<file path="config.mk">
export PLATFORM = sky130hd
export DESIGN_NAME = uart_tx_arbiter_flat
export DESIGN_NICKNAME = d
export VERILOG_FILES = /design/src/rtl/uart_tx_arbiter_pkg.sv /design/src/rtl/uart_tx_arbiter_if.sv /design/src/rtl/uart_tx_arbiter_rr_arbiter.sv /design/src/rtl/uart_tx_arbiter.sv /design/src/flat_wrapper.sv
export SDC_FILE = /design/constraint.sdc
export NUM_CORES = 1
export LEC_CHECK = 0
export BUFFER_PORTS_ARGS = -buffer_cell sky130_fd_sc_hd__buf_2
export CORE_UTILIZATION = 45
export CTS_CLUSTER_SIZE = 24
export DETAILED_ROUTE_END_ITERATION = 6
export PLACE_DENSITY = 0.82
export RECOVER_POWER = 100
export SLEW_MARGIN = 10
export SYNTH_ARGS = -nofsm -noshare
export SYNTH_HDL_FRONTEND = slang
export SYNTH_SLANG_ARGS = --single-unit
</file>
<file path="constraint.sdc">
create_clock -name clk -period 2.4 [get_ports clk]
set_input_delay 0.12 -clock clk [delete_from_list [all_inputs] [get_ports clk]]
set_output_delay 0.12 -clock clk [all_outputs]
set_load 0.05 [all_outputs]
</file>
<file path="src/rtl/uart_tx_arbiter_pkg.sv">
`default_nettype none
// ============================================================================
// uart_tx_arbiter_pkg
// Shared constants and FSM state encoding for the UART TX arbiter.
// Rev 1.0
// ============================================================================
package uart_tx_arbiter_pkg;

    localparam int C_DATA_W = 8;
    localparam int C_CNT_W  = 16;

    typedef enum logic [2:0] {
        ST_IDLE      = 3'd0,
        ST_START     = 3'd1,
        ST_WAIT_BUSY = 3'd2,
        ST_WAIT_DONE = 3'd3,
        ST_GAP       = 3'd4
    } state_t;

endpackage
`default_nettype wire

</file>
<file path="src/rtl/uart_tx_arbiter_if.sv">
`default_nettype none
// ============================================================================
// uart_tx_arbiter_if
// Producer handshake plus transmitter sequencing signals of the arbiter.
// Rev 1.0
// ============================================================================
interface uart_tx_arbiter_if #(
    parameter int NUM_REQ = 4
);
    import uart_tx_arbiter_pkg::*;

    localparam int ID_W = $clog2(NUM_REQ);

    logic [NUM_REQ-1:0]          req_valid;
    logic [C_DATA_W*NUM_REQ-1:0] req_data;
    logic [NUM_REQ-1:0]          req_ready;
    logic                        baud_tick;
    logic                        tx_busy;
    logic                        tx_start;
    logic [C_DATA_W-1:0]         tx_data;
    logic [ID_W-1:0]             grant_id;
    logic                        active;
    logic                        frame_done;
    logic                        err_timeout;

    modport master (
        output req_valid, req_data, baud_tick, tx_busy,
        input  req_ready, tx_start, tx_data, grant_id, active, frame_done, err_timeout
    );

    modport slave (
        input  req_valid, req_data, baud_tick, tx_busy,
        output req_ready, tx_start, tx_data, grant_id, active, frame_done, err_timeout
    );

endinterface
`default_nettype wire

</file>
<file path="src/rtl/uart_tx_arbiter_rr_arbiter.sv">
`default_nettype none
// ============================================================================
// rr_arbiter
// Combinational round-robin search for the first valid requester after pointer.
// Rev 1.0
// ============================================================================
module rr_arbiter #(
    parameter int NUM_REQ = 4,
    parameter int ID_W    = $clog2(NUM_REQ)
) (
    input  logic [NUM_REQ-1:0] valid,
    input  logic [ID_W-1:0]    pointer,
    output logic               any_valid,
    output logic [ID_W-1:0]    winner,
    output logic [NUM_REQ-1:0] onehot
);

    logic [ID_W-1:0] w_cand;

    // Walk from the farthest candidate back to pointer+1 so the nearest valid wins.
    always_comb begin
        winner = '0;
        w_cand = '0;
        for (int k = NUM_REQ; k >= 1; k--) begin
            w_cand = ID_W'((int'(pointer) + k) % NUM_REQ);
            if (valid[w_cand]) begin
                winner = w_cand;
            end
        end
    end

    assign any_valid = |valid;
    assign onehot    = any_valid ? (NUM_REQ'(1) << winner) : '0;

endmodule
`default_nettype wire

</file>
<file path="src/rtl/uart_tx_arbiter.sv">
`default_nettype none
// ============================================================================
// uart_tx_arbiter
// Round-robin sharing of one UART transmitter: accept, start, track busy, gap.
// Rev 1.0
// ============================================================================
module uart_tx_arbiter
    import uart_tx_arbiter_pkg::*;
#(
    parameter int NUM_REQ      = 4,
    parameter int GAP_TICKS    = 0,
    parameter int BUSY_TIMEOUT = 4
) (
    input  logic             clk,
    input  logic             reset,
    uart_tx_arbiter_if.slave bus
);

    localparam int                  ID_W       = $clog2(NUM_REQ);
    localparam logic [C_CNT_W-1:0]  C_TMO_LAST = C_CNT_W'(BUSY_TIMEOUT - 1);
    localparam logic [C_CNT_W-1:0]  C_GAP_LAST = C_CNT_W'(GAP_TICKS - 1);

    state_t              r_state;
    state_t              w_state_next;
    logic [ID_W-1:0]     r_ptr;
    logic [ID_W-1:0]     r_grant_id;
    logic [ID_W-1:0]     w_winner;
    logic [NUM_REQ-1:0]  w_onehot;
    logic                w_any_valid;
    logic [C_CNT_W-1:0]  r_cnt;
    logic [C_CNT_W-1:0]  w_cnt_next;
    logic [C_DATA_W-1:0] r_tx_data;
    logic [C_DATA_W-1:0] w_bytes [NUM_REQ];
    logic                r_tx_start;
    logic                r_active;
    logic                r_frame_done;
    logic                r_err_timeout;
    logic                w_accept;
    logic                w_timeout;
    logic                w_done;
    logic                w_gap_end;

    for (genvar gi = 0; gi < NUM_REQ; gi++) begin : g_unpack
        assign w_bytes[gi] = bus.req_data[C_DATA_W*gi +: C_DATA_W];
    end

    rr_arbiter #(
        .NUM_REQ (NUM_REQ),
        .ID_W    (ID_W)
    ) u_rr (
        .valid     (bus.req_valid),
        .pointer   (r_ptr),
        .any_valid (w_any_valid),
        .winner    (w_winner),
        .onehot    (w_onehot)
    );

    always_comb begin
        w_state_next = r_state;
        w_cnt_next   = r_cnt;
        w_accept     = 1'b0;
        w_timeout    = 1'b0;
        w_done       = 1'b0;
        w_gap_end    = 1'b0;
        case (r_state)
            ST_IDLE: begin
                if (w_any_valid && !bus.tx_busy) begin
                    w_accept     = 1'b1;
                    w_state_next = ST_START;
                end
            end
            ST_START: begin
                w_cnt_next   = '0;
                w_state_next = ST_WAIT_BUSY;
            end
            ST_WAIT_BUSY: begin
                if (bus.tx_busy) begin
                    w_state_next = ST_WAIT_DONE;
                end else if (r_cnt >= C_TMO_LAST) begin
                    w_timeout    = 1'b1;
                    w_state_next = ST_IDLE;
                end else begin
                    w_cnt_next = r_cnt + 1'b1;
                end
            end
            ST_WAIT_DONE: begin
                if (!bus.tx_busy) begin
                    w_done       = 1'b1;
                    w_cnt_next   = '0;
                    w_state_next = (GAP_TICKS > 0) ? ST_GAP : ST_IDLE;
                end
            end
            ST_GAP: begin
                if (bus.baud_tick) begin
                    if (r_cnt >= C_GAP_LAST) begin
                        w_gap_end    = 1'b1;
                        w_state_next = ST_IDLE;
                    end else begin
                        w_cnt_next = r_cnt + 1'b1;
                    end
                end
            end
            default: begin
                w_state_next = ST_IDLE;
            end
        endcase
    end

    always_ff @(posedge clk or posedge reset) begin
        if (reset) begin
            r_state <= ST_IDLE;
        end else begin
            r_state <= w_state_next;
        end
    end

    // Pointer starts at the last index so the first grant after reset goes to requester 0.
    always_ff @(posedge clk or posedge reset) begin
        if (reset) begin
            r_cnt         <= '0;
            r_ptr         <= ID_W'(NUM_REQ - 1);
            r_grant_id    <= '0;
            r_tx_data     <= '0;
            r_tx_start    <= 1'b0;
            r_active      <= 1'b0;
            r_frame_done  <= 1'b0;
            r_err_timeout <= 1'b0;
        end else begin
            r_cnt         <= w_cnt_next;
            r_tx_start    <= w_accept;
            r_frame_done  <= w_done;
            r_err_timeout <= w_timeout;
            if (w_accept) begin
                r_tx_data  <= w_bytes[w_winner];
                r_grant_id <= w_winner;
                r_ptr      <= w_winner;
                r_active   <= 1'b1;
            end else if (w_timeout || w_gap_end || (w_done && (GAP_TICKS == 0))) begin
                r_active <= 1'b0;
            end
        end
    end

    assign bus.req_ready   = (w_accept && !reset) ? w_onehot : '0;
    assign bus.tx_start    = r_tx_start;
    assign bus.tx_data     = r_tx_data;
    assign bus.grant_id    = r_grant_id;
    assign bus.active      = r_active;
    assign bus.frame_done  = r_frame_done;
    assign bus.err_timeout = r_err_timeout;

endmodule
`default_nettype wire

</file>
<file path="src/flat_wrapper.sv">
// flat-port wrapper written by rule: the top's interface ports become plain ports
module uart_tx_arbiter_flat import uart_tx_arbiter_pkg::*;
#(
    parameter int NUM_REQ      = 4,
    parameter int GAP_TICKS    = 0,
    parameter int BUSY_TIMEOUT = 4
)
  (clk, reset, bus_req_valid, bus_req_data, bus_baud_tick, bus_tx_busy, bus_req_ready, bus_tx_start, bus_tx_data, bus_grant_id, bus_active, bus_frame_done, bus_err_timeout);
  uart_tx_arbiter_if #(.NUM_REQ(NUM_REQ)) bus_i ();
  input  logic clk;
  input  logic reset;
  input wire logic [$bits(bus_i.req_valid)-1:0] bus_req_valid;
  input wire logic [$bits(bus_i.req_data)-1:0] bus_req_data;
  input wire logic [$bits(bus_i.baud_tick)-1:0] bus_baud_tick;
  input wire logic [$bits(bus_i.tx_busy)-1:0] bus_tx_busy;
  output wire logic [$bits(bus_i.req_ready)-1:0] bus_req_ready;
  output wire logic [$bits(bus_i.tx_start)-1:0] bus_tx_start;
  output wire logic [$bits(bus_i.tx_data)-1:0] bus_tx_data;
  output wire logic [$bits(bus_i.grant_id)-1:0] bus_grant_id;
  output wire logic [$bits(bus_i.active)-1:0] bus_active;
  output wire logic [$bits(bus_i.frame_done)-1:0] bus_frame_done;
  output wire logic [$bits(bus_i.err_timeout)-1:0] bus_err_timeout;
  assign bus_i.req_valid = bus_req_valid;
  assign bus_i.req_data = bus_req_data;
  assign bus_i.baud_tick = bus_baud_tick;
  assign bus_i.tx_busy = bus_tx_busy;
  assign bus_req_ready = bus_i.req_ready;
  assign bus_tx_start = bus_i.tx_start;
  assign bus_tx_data = bus_i.tx_data;
  assign bus_grant_id = bus_i.grant_id;
  assign bus_active = bus_i.active;
  assign bus_frame_done = bus_i.frame_done;
  assign bus_err_timeout = bus_i.err_timeout;
  uart_tx_arbiter #(.NUM_REQ(NUM_REQ), .GAP_TICKS(GAP_TICKS), .BUSY_TIMEOUT(BUSY_TIMEOUT)) u_core (.clk(clk), .reset(reset), .bus(bus_i));
endmodule
</file>
# Word level (Yosys, flattened, before mapping)
# Cells that the tools add are included.
# Widths: inputs -> output; s select.
[word_totals] reg_bits=35 input_bits=40 output_inout_bits=18 word_cells=89
[op_classes] n_addsub=5 order_cmp=7 eq_ne=12 n_shift=1 n_mux=42 bitwise_logic=1 reduce_logical=12
[ops] op="$mux 16" count=5
[ops] op="$pmux 16 s4" count=1
[ops] op="$mux 3" count=6
[ops] op="$add 16x1->16 const B" count=1
[ops] op="$bmux 8 s2" count=1
[ops] op="$ge 16x16->1 const B" count=1
[ops] op="$ge 16x2->1 const B" count=1
[ops] op="$mux 1" count=16
[ops] op="$mux 8" count=2
[ops] op="$pmux 3 s5" count=1
[ops] op="$lt 2x3->1 const B" count=4
[ops] op="$ne 2x2->1 const B" count=5
[ops] op="$bmux 1 s2" count=4
[ops] op="$mux 2" count=4
[ops] op="$mux 4" count=2
[ops] op="$eq 3x2->1 const B" count=2
[ops] op="$reduce_and 6->1" count=1
[ops] op="$reduce_and 5->1" count=1
[ops] op="$add 2x1->2 const B" count=2
[ops] op="$add 2x2->2 const B" count=2
[ops] op="$ne 2x1->1 const B" count=2
[ops] op="$reduce_bool 4->1" count=1
[ops] op="$reduce_or 4->1" count=1
[ops] op="$shl 1x2->4 const A" count=1
[ops] op="other kinds (10)" count=13

# Longest topological paths before layout
# Gate-level depths: netlist of the first run.
[logic_depth] ltp_word=11 ltp_mapped=8 depth_no_buf=6

# Modules after synthesis
# From an unflattened synthesis of the first run, not the netlist that was laid out.
[unflattened] cells_unflattened=164 hier_area_um2=1744.2
[modules_own_cells] module="uart_tx_arbiter" n_inst=1 cells_per_inst=130 area_per_inst_um2=1500.2 seq_area_each_um2=853.3
[modules_own_cells] module="rr_arbiter" n_inst=1 cells_per_inst=34 area_per_inst_um2=244.0 seq_area_each_um2=0.0

# Worst setup path before layout of the first run
# No wires, ideal clock.
[synth_timing] kind="reg2out" from="register u_core.r_ptr[0]" to="output port bus_req_ready[0]" arrival_time_ns=2.510 required_ns=2.280 path_slack_ns=-0.230 stages_incl_launch_ff=8 n_path_buf=3 cell_sequence="dfstp_2 > nand2b_1 > a21o_1 > buf_2 > and3_1 > buf_6 > buf_4 > nor3b_1"
[synth_between] elab_chain_cells=10 elab_cells_between_ends=19 cone_classes="add/sub: 4; shift: 1; mux: 14"
[synth_rtl] element="start, declared" line_no="uart_tx_arbiter.sv:25" text="logic [ID_W-1:0] r_ptr;"
[synth_rtl] element="start signal, assigned" line_no="uart_tx_arbiter.sv:121" text="r_ptr <= ID_W'(NUM_REQ - 1);"
[synth_rtl] element="start signal, assigned" line_no="uart_tx_arbiter.sv:136" text="r_ptr <= w_winner;"
[synth_rtl] element="$add 2x1->2" line_no="uart_tx_arbiter_rr_arbiter.sv:25" text="w_cand = ID_W'((int'(pointer) + k) % NUM_REQ);"
[synth_rtl] element="$bmux 1 s2" line_no="uart_tx_arbiter_rr_arbiter.sv:26" text="if (valid[w_cand]) begin"
[synth_rtl] element="$mux 1 (implied by the code)" line_no="uart_tx_arbiter_rr_arbiter.sv:26"
[synth_rtl] element="$mux 2 (3 in series)" line_no="uart_tx_arbiter_rr_arbiter.sv:26"
[synth_rtl] element="$mux 2 (*)" line_no="uart_tx_arbiter_rr_arbiter.sv:26"
[synth_rtl] element="$shl 1x2->4 (*)" line_no="uart_tx_arbiter_rr_arbiter.sv:33" text="assign onehot = any_valid ? (NUM_REQ'(1) << winner) : '0;"
[synth_rtl] element="$mux 4 (*)" line_no="uart_tx_arbiter_rr_arbiter.sv:33"
[synth_rtl] element="$mux 4 (*)" line_no="uart_tx_arbiter.sv:144" text="assign bus.req_ready = (w_accept && !reset) ? w_onehot : '0;"
[synth_rtl] element="end, declared" line_no="flat_wrapper.sv:16" text="output wire logic [$bits(bus_i.req_ready)-1:0] bus_req_ready;"
# Every way passes the cells marked *; elsewhere a longest branch is shown, timed or not. The select of a mux whose other input is x is not followed.

# Worst setup path in the final report of the first run
[layout_timing] from="register u_core.r_ptr[0]" to="output port bus_req_ready[2]"
# Same word-level chain as after synthesis.

==> results of run 1 <==
cells by family (layout without fill, tap and decap cells):
group                      after synthesis  after routing  synth area share (%)
DFF                                     34             34                 47.26
adders and majority gates                1              1                0.6929
AOI/OAI and AO/OA                       46             46                 22.52
and+or+nand+nor                         63             63                 18.43
buffers and inverters                   23             84                 6.653
muxes                                    8              8                 4.435
synthesized netlist by cell type, drive strengths merged:
cell / count
a41oi: 2
and4: 2
a31oi: 11
nand4: 1
a211oi: 16
clkinv: 1
a21oi: 4
nand2b: 3
a221oi: 1
or2: 1
nor2: 23
a2111oi: 1
or3: 1
o21ai: 7
nand2: 4
nor4: 4
a21o: 3
clkbuf: 2
dfstp: 2
nand3: 1
dfrtp: 32
and2: 10
and3: 3
inv: 13
nor3b: 3
buf: 7
nor3: 3
a311oi: 1
nor2b: 4
mux2i: 8
ha: 1
report_power, final:
| group | leakage (µW) | switching [µW] | internal, µW | total, µW |
|---|---|---|---|---|
| registers | 0.000430 | 116 | 735 | 851 |
| logic | 0.000557 | 807 | 328 | 1140 |
| clock network | 0.0000575 | 206 | 290 | 496 |
| total | 0.00104 | 1130 | 1350 | 2480 |
area by class of cell:
| class | instances | area (µm²) | share of cell area, % |
|---|---|---|---|
| multi-input cells | 118 | 839.6 | 37.63 |
| well taps | 48 | 60.06 | 2.692 |
| repair buffers | 62 | 311.5 | 13.97 |
| flip-flops and latches | 34 | 853.3 | 38.25 |
| clock buffers | 8 | 110.1 | 4.936 |
| inverters | 14 | 56.30 | 2.524 |
state kept, by name, summed over array words and instances, names as in the netlist:
signal                  count
u_core.r_cnt               16
u_core.bus.tx_data          8
u_core.bus.grant_id         2
u_core.r_ptr                2
u_core.r_state              2
u_core.bus.active           1
u_core.bus.err_timeout      1
u_core.bus.frame_done       1
u_core.bus.tx_start         1
layer usage:
layer  part of all wire (%)  vias up
met5                      0        -
met4                    1.1        0
met3                    5.4        6
met2                     48       50
met1                     45      729
li1                       -      740
worst max-delay path: cells and delay by family, from the launching register on:
family                 cells  cell delay, ns
AO/OA/AOI/OAI              1            0.28
flip-flops                 1            0.56
buffers and inverters      1            0.28
AND/OR/NAND/NOR            3            0.72
worst paths after layout:
path,depth (start not counted),end,slack (ns),from
worst max-delay path,5,bus_req_ready[2],0.16,u_core.r_ptr[0]
worst min-delay path,2,u_core.bus.err_timeout,0.15,bus_tx_busy
worst max register to register,6,u_core.r_cnt[10],0.33,u_core.r_cnt[0]
worst min register to register,1,u_core.r_cnt[13],0.49,u_core.r_cnt[13]
max in group asynchronous,4,u_core.r_cnt[8],1.14,reset
min in group asynchronous,4,u_core.bus.grant_id[1],0.73,reset
through the flow:
| step | std cells | power, µW |
|---|---|---|
| floorplan | 175 | 1807 |
| global placement | 275 | 2017 |
| finish | 284 | 2482 |
| global route | 284 | 2641 |
| detailed placement | 275 | 2048 |
| CTS | 284 | 2552 |
repair_timing:
item,CTS,global route
hold buffers,1,0
hold endpoints to repair,13,0
gates resized for setup,0,3
setup endpoints to repair,0,2
==> flow_metrics.env, run 1 <==
export IMPL_tightest_slew_ns=0.8423
export IMPL_dp_hpwl_um=2958
export IMPL_finalCriticalPeriod_ns=2.244
export IMPL_grt_pass1_vias=1492
export IMPL_crit_required_ns=2.28
export IMPL_setup_tns_ns=0
export IMPL_hold_viol_final=0
export IMPL_layout_setup_ws_ns=0.1560
export IMPL_hold_path_class="primary input to flop"
export IMPL_final_common_cell="buf_2"
export IMPL_stdcell_area_mm2=0.002231
export IMPL_start_kind="flop"
export IMPL_finClkSkew_ns=0.006915
export IMPL_place_area_mm2=0.002143
export IMPL_n_fill_cell=336
export IMPL_drive_gt1_share_pct=31.36
export IMPL_syn_mean_instance_area_um2=10.32
export IMPL_cpPeakStageDelay_ns=0.56
export IMPL_max_clock_path_buffers=2
export IMPL_vias=1525
export IMPL_synth_cell_types=39
export IMPL_final_nets=276
export IMPL_yosysWarnings=0
export IMPL_initialDrtViolationCount=82
export IMPL_tritoncts="built"
export IMPL_clock_latency_ns=0.29
export IMPL_grt_pass1_wl_um=6803
export IMPL_grt_start_max_net_pins=35
export IMPL_setup_viol=0
export IMPL_grt_busiest_layer="met2"
export IMPL_synth_top_area_share_pct=44.35
export IMPL_grtUsageMet2_pct=34.41
export IMPL_pre_cts_ws_ns=0.3298
export IMPL_synth_nets=216
export IMPL_p_leak_uw=0.001045
export IMPL_dr_pass1_iters=4
export IMPL_hold_ws_ns=0.1525
export IMPL_cts_root_buf="clkbuf_8"
export IMPL_cts_setup_buffers=0
export IMPL_path_clk_slew_ns=0.07
export IMPL_drc=0
export IMPL_cap_violations=0
export IMPL_synthToLayoutAreaGrowth_pct=23.56
export IMPL_io_buffers=56
export IMPL_peakVddDrop_mv=0.7024
export IMPL_wl_per_cell_um=13.89
export IMPL_max_freq_mhz=445.6
export IMPL_path_cells="nand2b_1 > a21o_1 > and3_2 > and3_1 > clkbuf_2"
export IMPL_fin_util_pct=59.59
export IMPL_yosys_register_bits=34
export IMPL_outcome="complete, no violations"
export IMPL_grt_usage_pct=21.25
export IMPL_synth_seq_area_share_pct=47.26
export IMPL_fp_dieW_um=65.34
export IMPL_global_route_usage_met1_pct=26.82
export IMPL_cts_sinks=34
export IMPL_setup_worst_path_end_class="primary output"
export IMPL_die_height_um=65.34
export IMPL_numCtsBuffers=5
export IMPL_maxSlewViolCount=0
export IMPL_cp_max_fo=9
export IMPL_cts_max_level=2
export IMPL_final_cell_mix="buf_2 (38), dfrtp_1 (32), nor2_1 (22)"
export IMPL_synth_top_cells_by_area="dfrtp_1 (44%), a211oi_2 (6.2%), nor2_1 (4.6%), mux2i_1 (4.4%), a31oi_1 (3.8%)"
export IMPL_path_class="flop to primary output"
export IMPL_synth_area_mm2=0.001805
export IMPL_die_area_mm2=0.004269
export IMPL_gp_congestion=0.8136
export IMPL_fp_row_count=22
export IMPL_core_mm2=0.003744
export IMPL_min_period_over_period_pct=93.50
export IMPL_cp_data_arrival_time_ns=2.12
export IMPL_totalWireLength_um=3945
export IMPL_avgViaCountPerCell=5.370
export IMPL_initial_core_util_pct=48.23
export IMPL_ant_nets=0
export IMPL_slowest_stage="dfstp_1"
export IMPL_gr_usage_met3_pct=6.597
export IMPL_syn_inst=175
export IMPL_rsz0062_at_grt="false"
export IMPL_globalRouteOverflowTotal=0
export IMPL_slew_headroom_pct=43.85
export IMPL_yosys_area_top_type="dfrtp_1"
export IMPL_diodes=0
export IMPL_antenna_found_initial=0
export IMPL_io_pins=58
export IMPL_power_density_mw_per_mm2=1112
No activity file was read; power rests on OpenSTA's default activity.
==> inputs of run 2 (changes only) <==
--- a/config.mk
+++ b/config.mk
@@ -9,7 +9,7 @@
 export CORE_UTILIZATION = 45
 export CTS_CLUSTER_SIZE = 24
 export DETAILED_ROUTE_END_ITERATION = 6
-export PLACE_DENSITY = 0.82
+export PLACE_DENSITY = 0.72
 export RECOVER_POWER = 100
 export SLEW_MARGIN = 10
 export SYNTH_ARGS = -nofsm -noshare
==> flow_metrics.env, run 2 (synthesis results as in run 1) <==
export IMPL_dr_pass1_iters=4
export IMPL_avgViaCountPerCell=5.221
export IMPL_outcome="complete, but fails checks"
export IMPL_stdcell_area_mm2=0.002193
export IMPL_cpPeakStageDelay_ns=0.56
export IMPL_cts_root_buf="clkbuf_8"
export IMPL_finClkSkew_ns=0.004778
export IMPL_grt_pass1_vias=1385
export IMPL_drive_gt1_share_pct=30.38
export IMPL_max_freq_mhz=460.2
export IMPL_tightest_slew_ns=1.783
export IMPL_r2r_cells=6
export IMPL_violations="capacitance limit, slew limit"
export IMPL_ant_nets=0
export IMPL_final_nets=277
export IMPL_numCtsBuffers=5
export IMPL_fp_row_count=22
export IMPL_place_area_mm2=0.002131
export IMPL_grt_usage_pct=20.57
export IMPL_combPwrFrac_pct=46.4
export IMPL_cts_sinks=34
export IMPL_min_from="bus_tx_busy"
export IMPL_grt_start_max_net_pins=35
export IMPL_min_period_over_period_pct=90.53
export IMPL_rrSetupSlack_ns=0.29
export IMPL_cts_max_level=2
export IMPL_slowest_stage="dfstp_2"
export IMPL_globalRouteOverflowTotal=0
export IMPL_switching_share_pct=46.57
export IMPL_setup_viol=0
export IMPL_slew_headroom_pct=-18.90
export IMPL_final_common_cell="buf_2"
export IMPL_die_height_um=65.34
export IMPL_die_area_mm2=0.004269
export IMPL_max_clock_path_buffers=2
export IMPL_antenna_found_initial=0
export IMPL_p_leak_uw=0.001039
export IMPL_p_int_uw=1283
export IMPL_seqPwrFrac_pct=35.7
export IMPL_cp_data_arrival_time_ns=2.05
export IMPL_io_pins=58
export IMPL_diodes=0
export IMPL_synthToLayoutAreaGrowth_pct=21.48
export IMPL_setup_tns_ns=0
export IMPL_hold_buffers=0
export IMPL_crit_required_ns=2.28
export IMPL_hold_viol_final=0
export IMPL_totalWireLength_um=3873
export IMPL_wl_per_cell_um=13.59
export IMPL_min_to="u_core.bus.err_timeout"
export IMPL_finalCriticalPeriod_ns=2.173
export IMPL_hold_path_class="primary input to flop"
export IMPL_path_clk_slew_ns=0.07
export IMPL_power_density_mw_per_mm2=1095
export IMPL_maxSlewViolCount=35
export IMPL_cap_violations=1
export IMPL_gp_congestion=0.8416
export IMPL_r2r_end="u_core.bus.tx_data[7]"
export IMPL_reg2reg_from="u_core.r_ptr[0]"
export IMPL_initial_core_util_pct=48.23
export IMPL_clockPowerShare_pct=17.9
export IMPL_cp_max_fo=11
export IMPL_hold_ws_ns=0.1517
export IMPL_final_cell_mix="buf_2 (38), dfrtp_1 (32), nor2_1 (22)"
export IMPL_rsz0062_at_grt="false"
export IMPL_fp_dieW_um=65.34
export IMPL_top_register="u_core.r_cnt"
export IMPL_start_kind="flop"
export IMPL_tritoncts="built"
export IMPL_finalNonFillerCells=285
export IMPL_path_class="flop to primary output"
export IMPL_place_inst=275
export IMPL_hold_path_depth=2
export IMPL_io_buffers=56
export IMPL_path_cells="nand2b_1 > a21o_1 > and3_4 > nor3b_2 > clkbuf_2"
export IMPL_initialDrtViolationCount=78
export IMPL_core_mm2=0.003744
export IMPL_p_sw_uw=1118
export IMPL_setup_worst_path_end_class="primary output"
export IMPL_largest_register_ffs=16
export IMPL_dp_hpwl_um=2839
export IMPL_peakVddDrop_mv=0.7529
export IMPL_drc=0
export IMPL_vias=1488
export IMPL_grt_pass1_wl_um=6575
export IMPL_clock_latency_ns=0.28
==> run 2: cell count changes in the layout (fill, tap and decap cells not counted), sizes merged <==
cell         previous run  this run
clkinvlp                1         0
dlygate4sd3             1         0
clkinv                  0         2
buf                    40        41
==> run 2: critical path, delay by kind of cell, from the launching register on <==
family                 cells  cell delay, ns
AOI/OAI and AO/OA          1            0.28
buffers and inverters      1            0.29
DFF                        1            0.56
and+or+nand+nor            3            0.65
==> run 2: per-layer routing <==
layer	vias up	part of all wire [%]	track usage, %
met5	-	0	0
met4	0	0.57	4.076
met3	5	4.8	6.597
met2	35	45	30.41
met1	701	50	29.48
li1	747	-	-
==> run 2: worst max-delay path by stage <==
stage	from	endpoint	slack, ns	depth (start not counted)
global placement	u_core.r_ptr[0]	u_core.bus.tx_data[3]	0.26	6
finish	u_core.r_ptr[0]	bus_req_ready[0]	0.23	5
floorplan	u_core.r_ptr[0]	bus_req_ready[0]	0.26	7
CTS	u_core.r_state[0]	bus_req_ready[2]	0.02	5
global route	u_core.r_ptr[0]	bus_req_ready[2]	0.03	6
detailed placement	u_core.r_ptr[0]	u_core.bus.tx_data[0]	0.15	6
==> run 2: final cells by class <==
cell class / count / area (µm²)
flip-flops and latches: 34 / 853.3
clock inverters: 1 / 5.005
multi-input cells: 118 / 835.8
well taps: 48 / 60.06
clock buffers: 7 / 86.33
inverters: 14 / 52.55
repair buffers: 63 / 300.3
fillers: 364 / 1550
==> run 2: through the flow <==
| stage | util [%] | setup WS, ns | total power [µW] |
|---|---|---|---|
| floorplan | - | 0.2565 | 1807 |
| global placement | 56.92 | 0.2585 | 2010 |
| detailed placement | 56.92 | 0.1529 | 2030 |
| CTS | 59.39 | 0.02374 | 2472 |
| global route | 58.59 | 0.03081 | 2568 |
| finish | 58.59 | 0.2272 | 2402 |
==> run 2: power by group through the flow <==
stage          Clock, µW  Sequential (µW)  Combinational [µW]
6_report             430              857                1110
5_1_grt              471              877                1220
4_1_cts              442              857                1170
3_5_place_dp           0              864                1170
3_3_place_gp           0              858                1150
2_1_floorplan          0             1190                 616
==> run 2: repair_timing <==
item | 4_1_cts | 5_1_grt
endpoints found under the setup margin | 1 | 2
gates resized for setup | 1 | 1
hold endpoints to repair | 0 | 0
pin swaps | 0 | 1
setup buffers | 0 | 2
